## src/rtl/ser2par_rx_pkg.sv

```systemverilog
// Shared types, direction encodings and width helpers for the serial-to-parallel receiver.
`ifndef SER2PAR_DIR_MSB
`define SER2PAR_DIR_MSB 1'b0
`endif
`ifndef SER2PAR_DIR_LSB
`define SER2PAR_DIR_LSB 1'b1
`endif

package ser2par_rx_pkg;

    // Shift direction; encodings follow the shared direction defines.
    typedef enum logic {
        DIR_MSB = `SER2PAR_DIR_MSB,
        DIR_LSB = `SER2PAR_DIR_LSB
    } dir_e;

    // Beat counter width: max(1, clog2(beats)).
    function automatic int unsigned cnt_width(input int unsigned beats);
        return (beats <= 2) ? 1 : $clog2(beats);
    endfunction

endpackage

```

## src/rtl/ser2par_rx_if.sv

```systemverilog
// Serial-in / parallel-out handshake bundle for ser2par_rx.
interface ser2par_rx_if #(
    parameter int unsigned DATA_WIDTH = 8,
    parameter int unsigned SHIFT_NUM  = 1
);
    import ser2par_rx_pkg::*;

    localparam int unsigned BEATS = DATA_WIDTH / SHIFT_NUM;
    localparam int unsigned CNT_W = cnt_width(BEATS);

    logic                  en_i;
    logic                  dir_i;
    logic                  clr_i;
    logic                  ser_vld_i;
    logic                  ser_rdy_o;
    logic [SHIFT_NUM-1:0]  ser_dat_i;
    logic                  par_vld_o;
    logic                  par_rdy_i;
    logic [DATA_WIDTH-1:0] par_data_o;
    logic [CNT_W-1:0]      cnt_o;

    // Receiver side.
    modport slave (
        input  en_i, dir_i, clr_i, ser_vld_i, ser_dat_i, par_rdy_i,
        output ser_rdy_o, par_vld_o, par_data_o, cnt_o
    );

    // Source / sink side.
    modport master (
        output en_i, dir_i, clr_i, ser_vld_i, ser_dat_i, par_rdy_i,
        input  ser_rdy_o, par_vld_o, par_data_o, cnt_o
    );

endinterface

```

## src/rtl/ser2par_rx_dffr.sv

```systemverilog
// Synchronous-reset, load-enabled register primitive (resets to zero).
module ser2par_rx_dffr #(
    parameter int unsigned W = 1
) (
    input  logic         clk_i,
    input  logic         rst_i,
    input  logic         en_i,
    input  logic [W-1:0] d_i,
    output logic [W-1:0] q_o
);

    // Reset wins over load.
    always_ff @(posedge clk_i) begin
        if (rst_i) begin
            q_o <= '0;
        end else if (en_i) begin
            q_o <= d_i;
        end
    end

endmodule

```

## src/rtl/ser2par_rx.sv

```systemverilog
// Serial-to-parallel receiver: assembles SHIFT_NUM-bit beats into DATA_WIDTH-bit
// words, MSB- or LSB-first, with a single-entry output buffer.
module ser2par_rx
    import ser2par_rx_pkg::*;
#(
    parameter int unsigned DATA_WIDTH = 8,
    parameter int unsigned SHIFT_NUM  = 1
) (
    input  logic          clk_i,
    input  logic          rst_i,
    ser2par_rx_if.slave   bus
);

    localparam int unsigned BEATS = DATA_WIDTH / SHIFT_NUM;
    localparam int unsigned CNT_W = cnt_width(BEATS);

    // Reject parameter sets that cannot form whole words.
    if (DATA_WIDTH < 2 || SHIFT_NUM < 1 || (DATA_WIDTH % SHIFT_NUM) != 0) begin : g_param_err
        $error("ser2par_rx: DATA_WIDTH must be >= 2 and a multiple of SHIFT_NUM");
    end

    logic [DATA_WIDTH-1:0] sr_q, sr_d, sr_msb, sr_lsb, sr_nxt, out_q;
    logic [CNT_W-1:0]      cnt_q, cnt_d;
    logic                  dir_q, dir_eff, vld_q, vld_d;
    logic                  sr_en, cnt_en, dir_en, out_en;
    logic                  first, last, ser_rdy, beat, consume;

    // Candidate shifted words for both directions.
    if (SHIFT_NUM == DATA_WIDTH) begin : g_full
        assign sr_msb = bus.ser_dat_i;
        assign sr_lsb = bus.ser_dat_i;
    end else begin : g_part
        assign sr_msb = {sr_q[DATA_WIDTH-SHIFT_NUM-1:0], bus.ser_dat_i};
        assign sr_lsb = {bus.ser_dat_i, sr_q[DATA_WIDTH-1:SHIFT_NUM]};
    end

    // Ready, next-state and register load enables.
    always_comb begin
        first   = (cnt_q == '0);
        last    = (cnt_q == CNT_W'(BEATS - 1));
        dir_eff = first ? bus.dir_i : dir_q;
        // Only the last beat stalls when the output buffer is full and not draining.
        ser_rdy = bus.en_i && !bus.clr_i && !(last && vld_q && !bus.par_rdy_i);
        beat    = bus.ser_vld_i && ser_rdy;
        consume = vld_q && bus.par_rdy_i;
        sr_nxt  = (dir_eff == DIR_LSB) ? sr_lsb : sr_msb;

        sr_d    = sr_nxt;
        sr_en   = 1'b0;
        cnt_d   = cnt_q + CNT_W'(1);
        cnt_en  = 1'b0;
        dir_en  = 1'b0;
        out_en  = 1'b0;
        vld_d   = vld_q;

        if (bus.clr_i) begin
            sr_d   = '0;
            sr_en  = 1'b1;
            cnt_d  = '0;
            cnt_en = 1'b1;
        end else if (beat) begin
            sr_en  = 1'b1;
            cnt_en = 1'b1;
            cnt_d  = last ? '0 : cnt_q + CNT_W'(1);
            dir_en = first;
            out_en = last;
        end

        // A load on the same edge as a consume keeps the buffer full.
        if (beat && last) begin
            vld_d = 1'b1;
        end else if (consume) begin
            vld_d = 1'b0;
        end
    end

    ser2par_rx_dffr #(.W(DATA_WIDTH)) u_sr (
        .clk_i(clk_i), .rst_i(rst_i), .en_i(sr_en), .d_i(sr_d), .q_o(sr_q)
    );

    ser2par_rx_dffr #(.W(CNT_W)) u_cnt (
        .clk_i(clk_i), .rst_i(rst_i), .en_i(cnt_en), .d_i(cnt_d), .q_o(cnt_q)
    );

    ser2par_rx_dffr #(.W(1)) u_dir (
        .clk_i(clk_i), .rst_i(rst_i), .en_i(dir_en), .d_i(bus.dir_i), .q_o(dir_q)
    );

    ser2par_rx_dffr #(.W(DATA_WIDTH)) u_out (
        .clk_i(clk_i), .rst_i(rst_i), .en_i(out_en), .d_i(sr_nxt), .q_o(out_q)
    );

    ser2par_rx_dffr #(.W(1)) u_vld (
        .clk_i(clk_i), .rst_i(rst_i), .en_i(1'b1), .d_i(vld_d), .q_o(vld_q)
    );

    assign bus.ser_rdy_o  = ser_rdy;
    assign bus.par_vld_o  = vld_q;
    assign bus.par_data_o = out_q;
    assign bus.cnt_o      = cnt_q;

endmodule
```

## src/flat_wrapper.sv

```systemverilog
// flat-port wrapper written by rule: the top's interface ports become plain ports
module ser2par_rx_flat import ser2par_rx_pkg::*;
#(
    parameter int unsigned DATA_WIDTH = 8,
    parameter int unsigned SHIFT_NUM  = 1
)
  (clk_i, rst_i, bus_en_i, bus_dir_i, bus_clr_i, bus_ser_vld_i, bus_ser_dat_i, bus_par_rdy_i, bus_ser_rdy_o, bus_par_vld_o, bus_par_data_o, bus_cnt_o);
  ser2par_rx_if #(.DATA_WIDTH(DATA_WIDTH), .SHIFT_NUM(SHIFT_NUM)) bus_i ();
  input  logic clk_i;
  input  logic rst_i;
  input wire logic [$bits(bus_i.en_i)-1:0] bus_en_i;
  input wire logic [$bits(bus_i.dir_i)-1:0] bus_dir_i;
  input wire logic [$bits(bus_i.clr_i)-1:0] bus_clr_i;
  input wire logic [$bits(bus_i.ser_vld_i)-1:0] bus_ser_vld_i;
  input wire logic [$bits(bus_i.ser_dat_i)-1:0] bus_ser_dat_i;
  input wire logic [$bits(bus_i.par_rdy_i)-1:0] bus_par_rdy_i;
  output wire logic [$bits(bus_i.ser_rdy_o)-1:0] bus_ser_rdy_o;
  output wire logic [$bits(bus_i.par_vld_o)-1:0] bus_par_vld_o;
  output wire logic [$bits(bus_i.par_data_o)-1:0] bus_par_data_o;
  output wire logic [$bits(bus_i.cnt_o)-1:0] bus_cnt_o;
  assign bus_i.en_i = bus_en_i;
  assign bus_i.dir_i = bus_dir_i;
  assign bus_i.clr_i = bus_clr_i;
  assign bus_i.ser_vld_i = bus_ser_vld_i;
  assign bus_i.ser_dat_i = bus_ser_dat_i;
  assign bus_i.par_rdy_i = bus_par_rdy_i;
  assign bus_ser_rdy_o = bus_i.ser_rdy_o;
  assign bus_par_vld_o = bus_i.par_vld_o;
  assign bus_par_data_o = bus_i.par_data_o;
  assign bus_cnt_o = bus_i.cnt_o;
  ser2par_rx #(.DATA_WIDTH(DATA_WIDTH), .SHIFT_NUM(SHIFT_NUM)) u_core (.clk_i(clk_i), .rst_i(rst_i), .bus(bus_i));
endmodule
```

## config.mk

```make
export PLATFORM = sky130hd
export DESIGN_NAME = ser2par_rx_flat
export DESIGN_NICKNAME = d
export VERILOG_FILES = /design/src/rtl/ser2par_rx_pkg.sv /design/src/rtl/ser2par_rx_if.sv /design/src/rtl/ser2par_rx_dffr.sv /design/src/rtl/ser2par_rx.sv /design/src/flat_wrapper.sv
export SDC_FILE = /design/constraint.sdc
export NUM_CORES = 1
export LEC_CHECK = 0
export CAP_MARGIN = 20
export CORE_MARGIN = 1.5
export CORE_UTILIZATION = 45
export CTS_CLUSTER_DIAMETER = 80
export DETAILED_ROUTE_END_ITERATION = 7
export HOLD_SLACK_MARGIN = 0.05
export PLACE_DENSITY = 0.74
export SLEW_MARGIN = 0
export SYNTH_ARGS = -nofsm -noshare
export SYNTH_HDL_FRONTEND = slang
export SYNTH_SLANG_ARGS = --single-unit
```

## constraint.sdc

```tcl
create_clock -name clk_i -period 2 [get_ports clk_i]
set_input_delay 0.3 -clock clk_i [delete_from_list [all_inputs] [get_ports clk_i]]
set_output_delay 0.3 -clock clk_i [all_outputs]
set_load 0.02 [all_outputs]
```

---- Word-level counts from Yosys, hierarchy flattened ----
Index checks and enable logic that the tools add are counted.
word-level totals
  output and inout port bits .............. 13
  logic and storage cells ................. 33
  bits in registers ....................... 21
cells by class
  muxes and demuxes ....................... 14
  reduce and logical (&&, ||, !) cells .... 12
  $add $sub $neg .......................... 1
  equal/unequal tests ..................... 1
operators by type and width
  kind                   count
  $mux W8                2
  $mux W1                9
  $mux W3                3
  $logic_and A1 B1 Y1    7
  $add A3 B1 Y3 const B  1
  $eq A3 B3 Y1 const B   1
  $logic_not A1 Y1       3
  $logic_not A3 Y1       1
  $reduce_bool A2 Y1     1

---- Logic depth before layout (Yosys ltp) ----
  depth after elaboration ................. 8
  depth in mapped cells ................... 7
  mapped depth without buffers ............ 6

---- Cells and area by module ----
From an unflattened synthesis, not the netlist that was laid out.
unflattened totals
  cell total of the unflattened synthesis .. 115
  area, all modules ....................... 1158.6 um^2
by module, submodules not included
  module                              area each (um^2)  cells an instance  times used  sequential area each (um^2)
  ser2par_rx_dffr (u_core.u_out ...)  285.3             26                 2           160.2
  ser2par_rx                          419.2             48                 1           0.0
  ser2par_rx_dffr (u_core.u_cnt)      101.3             9                  1           60.1
  ser2par_rx_dffr (u_core.u_dir ...)  33.8              3                  2           20.0

---- Worst setup path before layout ----
Ideal clock, no wire load.
  kind .................................... reg2reg
  from .................................... register u_core.u_cnt.q_o[0]
  to ...................................... register u_core.u_out.q_o[5]
  arrival time ............................ 1555 ps
  setup slack ............................. 312 ps
  cell stages (with the launch flop) ...... 7
  buffers on the path ..................... 0
  data required time ...................... 1866 ps
  path through ............................ dfxtp_1 inv_1 ha_1 nor2b_4 mux2i_4 mux2i_1 a211oi_1
between the ends
  cells in the longest elaborated chain, start to end .. 8
  elaborated cells on any way between the ends .. 11
RTL lines
  element                           RTL line               text
  from (decl)                       ser2par_rx_dffr.sv:9   output logic [W-1:0] q_o
  from (signal assigned)            ser2par_rx_dffr.sv:17  q_o <= d_i;
  $eq A3 B3 Y1                      ser2par_rx.sv:40       last = (cnt_q == CNT_W'(BEATS - 1));
  $logic_and A1 B1 Y1 (2 in a row)  ser2par_rx.sv:43       ser_rdy = bus.en_i && !bus.clr_i && !(last && vld_q && !bus.par_rdy_i);
  $logic_not A1 Y1                  ser2par_rx.sv:43
  $logic_and A1 B1 Y1               ser2par_rx.sv:43
  $logic_and A1 B1 Y1               ser2par_rx.sv:44       beat = bus.ser_vld_i && ser_rdy;
  $mux W1                           ser2par_rx.sv:61       end else if (beat) begin
  $mux W1                           ser2par_rx.sv:56       if (bus.clr_i) begin
  to (signal assigned)              ser2par_rx_dffr.sv:17
  to (decl)                         ser2par_rx_dffr.sv:9
Parallel ways exist; a longest one is shown, timed or not.
A chain may end at the register's enable or synchronous reset.

---- Worst setup path after layout ----
  from .................................... register u_core.u_cnt.q_o[0]
  to ...................................... output bus_ser_rdy_o
between the ends
  cells in the longest elaborated chain, start to end .. 5
RTL lines
  element                           RTL line            text
  $eq A3 B3 Y1                      ser2par_rx.sv:40
  $logic_and A1 B1 Y1 (2 in a row)  ser2par_rx.sv:43
  $logic_not A1 Y1                  ser2par_rx.sv:43
  $logic_and A1 B1 Y1               ser2par_rx.sv:43
  to (decl)                         flat_wrapper.sv:17  output wire logic [$bits(bus_i.ser_rdy_o)-1:0] bus_ser_rdy_o;
No other way between the ends.

==> key figures <==
Setup path
  – CP Max Fanout: 4
  – Startpoint types: register
  – Critical path endpoint category: output port
  – Kind of critical path: register to output port
  – Required time at the worst-slack endpoint: 1700 ps
  – Cell mode on critical path: ha_1
  – CP max stage cell: dfxtp_1
  – Data arrival time of the critical path: 1540 ps
  – Peak per-stage delay on the critical path: 360 ps
  – Crit path cell chain: ha_1 > ha_1 > inv_1 > o211a_1 > clkbuf_2

Synth
  – Post-synth EDFFs: 0
  – Syn nets: 110
  – Asr flop ratio synth: 0%
  – Synth Instances: 99
  – Mapped Area: 955.9 µm²
  – Yosys warns: 0
  – Ys flop type: dfxtp_1
  – Mean Syn Cell Area: 9.656 µm²
  – Netlist cell types: 24
  – Sequential cell area fraction in the yosys report: 43.98%
  – Synthesized flop and latch total: 21

Detailed routing
  – Final ANT Viol Nets: 0
  – DR iter-0 viols: 9
  – DRC errors left: 0
  – DR pass1 iterations: 4
  – Routed vias: 780
  – Drt total wl: 1962 µm
  – Drt wl/cell: 13.26 µm
  – Vias/cell: 5.270

GRT
  – Largest net degree at the start of global routing: 22
  – Grt total ovfl: 0
  – Vias in the first global route: 704
  – Initial antenna violation count: 0
  – First-pass GRT wire length: 3236 µm
  – Total Routing Usage GR: 17.44%

Cells and area
  – Proportion of layout cells with a drive suffix above 1: 10.74%
  – Diode count: 0
  – Area added between synthesis and finish: 26.96%
  – Fill count: 177
  – Nets@finish: 133
  – Post-layout instance area: 1214 µm²

Status
  – Status: completed

Placement
  – Dpl cell area: 1191 µm²
  – Dpl ws: 18.53 ps
  – IO Port Bufs: 20
  – Final Wtd Congestion: 0.7831
  – DP HPWL: 1450 µm

Timing
  – Setup-failing EPs final: 0
  – Least-Margin Pin Slew: 420.0 ps
  – Fin. max-slew vios: 0
  – Part of the cycle the worst path needs: 91.79%
  – F_max: 0.5447 GHz
  – Final worst slack: 164.1 ps
  – Setup tns final: 0 ps
  – Worst Skew: 1.979 ps
  – Fin crit period: 1836 ps
  – Relative slew slack: 71.40%
  – Endpoints failing hold: 0
  – RSZ-0062 raised after global routing: no

CTS
  – Hold buffer count at cts: 0
  – CTS root buf: clkbuf_4
  – CTS Buf Count: 3
  – CTS tree: yes
  – CTS Sinks: 21
  – Number of H-tree levels: 1
  – Reg clk slew, reported paths: 120 ps
  – CTS max path bufs: 2
  – Clk_lat worst skew: 300 ps

Power
  – NetSw: 0.0001696 W
  – Flop pwr share: 60.6%
  – Worst vdd rail ir drop: 355.7 µV
  – Pwr dens: 580.2 nW/µm²
  – Clock share of power: 28.6%
  – Comb pwr share: 10.8%
  – Power Internal: 0.0005346 W
  – Lkg Pwr: 0.4606 nW
  – Total power: 0.0007042 W
  – Sw frac: 24.08%

Floorplanning
  – Die ar.: 2410 µm²
  – Width of the die: 49.09 µm
  – Rows: 16
  – Die Ht: 49.09 µm
  – Core Box Area: 1982 µm²
  – IO Pins: 21
  – Starting Density: 48.23%

Run
  – Max_cap viols: 0

Worst hold path
  – Worst Hold Class: register to register
critical path, delay by kind of cell (launching register included):
| kind | cells | cell delay [ps] |
|---|---|---|
| compound gates | 1 | 180 |
| fa+ha+maj | 2 | 400 |
| buf+inv | 2 | 290 |
| flops | 1 | 360 |
final cells by class:
type | count | area [µm²] | area share, %
clock inverters | 1 | 5.005 | 0.4124
well taps | 27 | 33.78 | 2.784
clock buffers | 3 | 22.52 | 1.856
multi-input cells | 66 | 480.5 | 39.59
inverters | 5 | 18.77 | 1.546
flip-flops and latches | 21 | 420.4 | 34.64
repair buffers | 25 | 232.7 | 19.18
power groups by stage:
stage | Clock, W | Combinational [W] | Sequential (W)
floorplan | 0 | 0.0000438 | 0.000436
finish | 0.000201 | 0.0000762 | 0.000427
CTS | 0.000208 | 0.0000769 | 0.000427
detailed placement | 0 | 0.0000774 | 0.000436
global route | 0.000231 | 0.0000821 | 0.000428
global placement | 0 | 0.0000744 | 0.000436
through the flow:
| step | util [%] | instances | hold slack (ps) |
|---|---|---|---|
| after global placement | 60.10 | 144 | 478.9 |
| after CTS | 61.43 | 148 | 499.8 |
| after floorplan | - | 99 | 467.0 |
| final | 61.24 | 148 | 497.9 |
| after global routing | 61.24 | 148 | 530.1 |
| after detailed placement | 60.10 | 144 | 480.9 |
synthesized netlist by cell type, types with 2 or more instances:
library cell  number  area [µm²]
dfxtp_1           21       420.4
mux2i_1            8       80.08
buf_2              2       10.01
buf_4              2       15.01
clkbuf_1           3       11.26
inv_1              5       18.77
nand3_1            5       25.02
ha_1               3       37.54
nor2_1            10       37.54
nand4b_1           4       35.03
a21oi_1            8       40.04
nand2_1            2       7.510
a211oi_1          12       90.09
o31ai_1            4       30.03
logic make-up after synthesis:
family,count (synthesis),share of synthesized area [%]
mux,9,10.73
flops,21,43.98
compound gates,28,20.29
simple gates,26,15.32
fa+ha+maj,3,3.927
buf+inv,12,5.759
state kept, by name, indices dropped and copies added (netlist names):
register and count:
u_core.u_cnt.q_o 3, u_core.u_dir.q_o 1, u_core.u_out.q_o 8, u_core.u_sr.q_o 8, u_core.u_vld.q_o 1
layer usage:
metal | vias to the layer above | GRT usage, % | share of wire [%]
li1 | 407 | - | -
met1 | 363 | 21.75 | 47
met2 | 8 | 29.05 | 51
met3 | 2 | 3.681 | 1.9
met4 | 0 | 7.143 | 0.61
met5 | - | 0 | 0
final timing paths:
| check | from | to | cells after the start | slack (ps) |
|---|---|---|---|---|
| max | u_core.u_cnt.q_o[0] | bus_ser_rdy_o | 5 | 160 |
| min | u_core.u_sr.q_o[7] | u_core.u_sr.q_o[7] | 2 | 500 |
| min reg2reg | u_core.u_sr.q_o[7] | u_core.u_sr.q_o[7] | 2 | 500 |
| max reg2reg | u_core.u_cnt.q_o[0] | u_core.u_out.q_o[7] | 6 | 210 |
cell usage in the layout (no fill, tap or decap), types with 2 or more instances in the layout:
cell type	n
dfxtp_1	21
clkdlybuf4s50_1	19
a211oi_1	12
nor2_1	10
mux2i_1	8
a21oi_1	8
inv_1	5
nand3_1	5
buf_4	5
nand4b_1	4
o31ai_1	4
ha_1	3
clkbuf_4	3
nand2_1	2
timing repair:
action                     4_1_cts  5_1_grt
gates resized for setup          1        2
setup endpoints to repair        1        1
cloned                           0        0
buffers inserted                 0        0
Power figures use the tool's default switching activity.
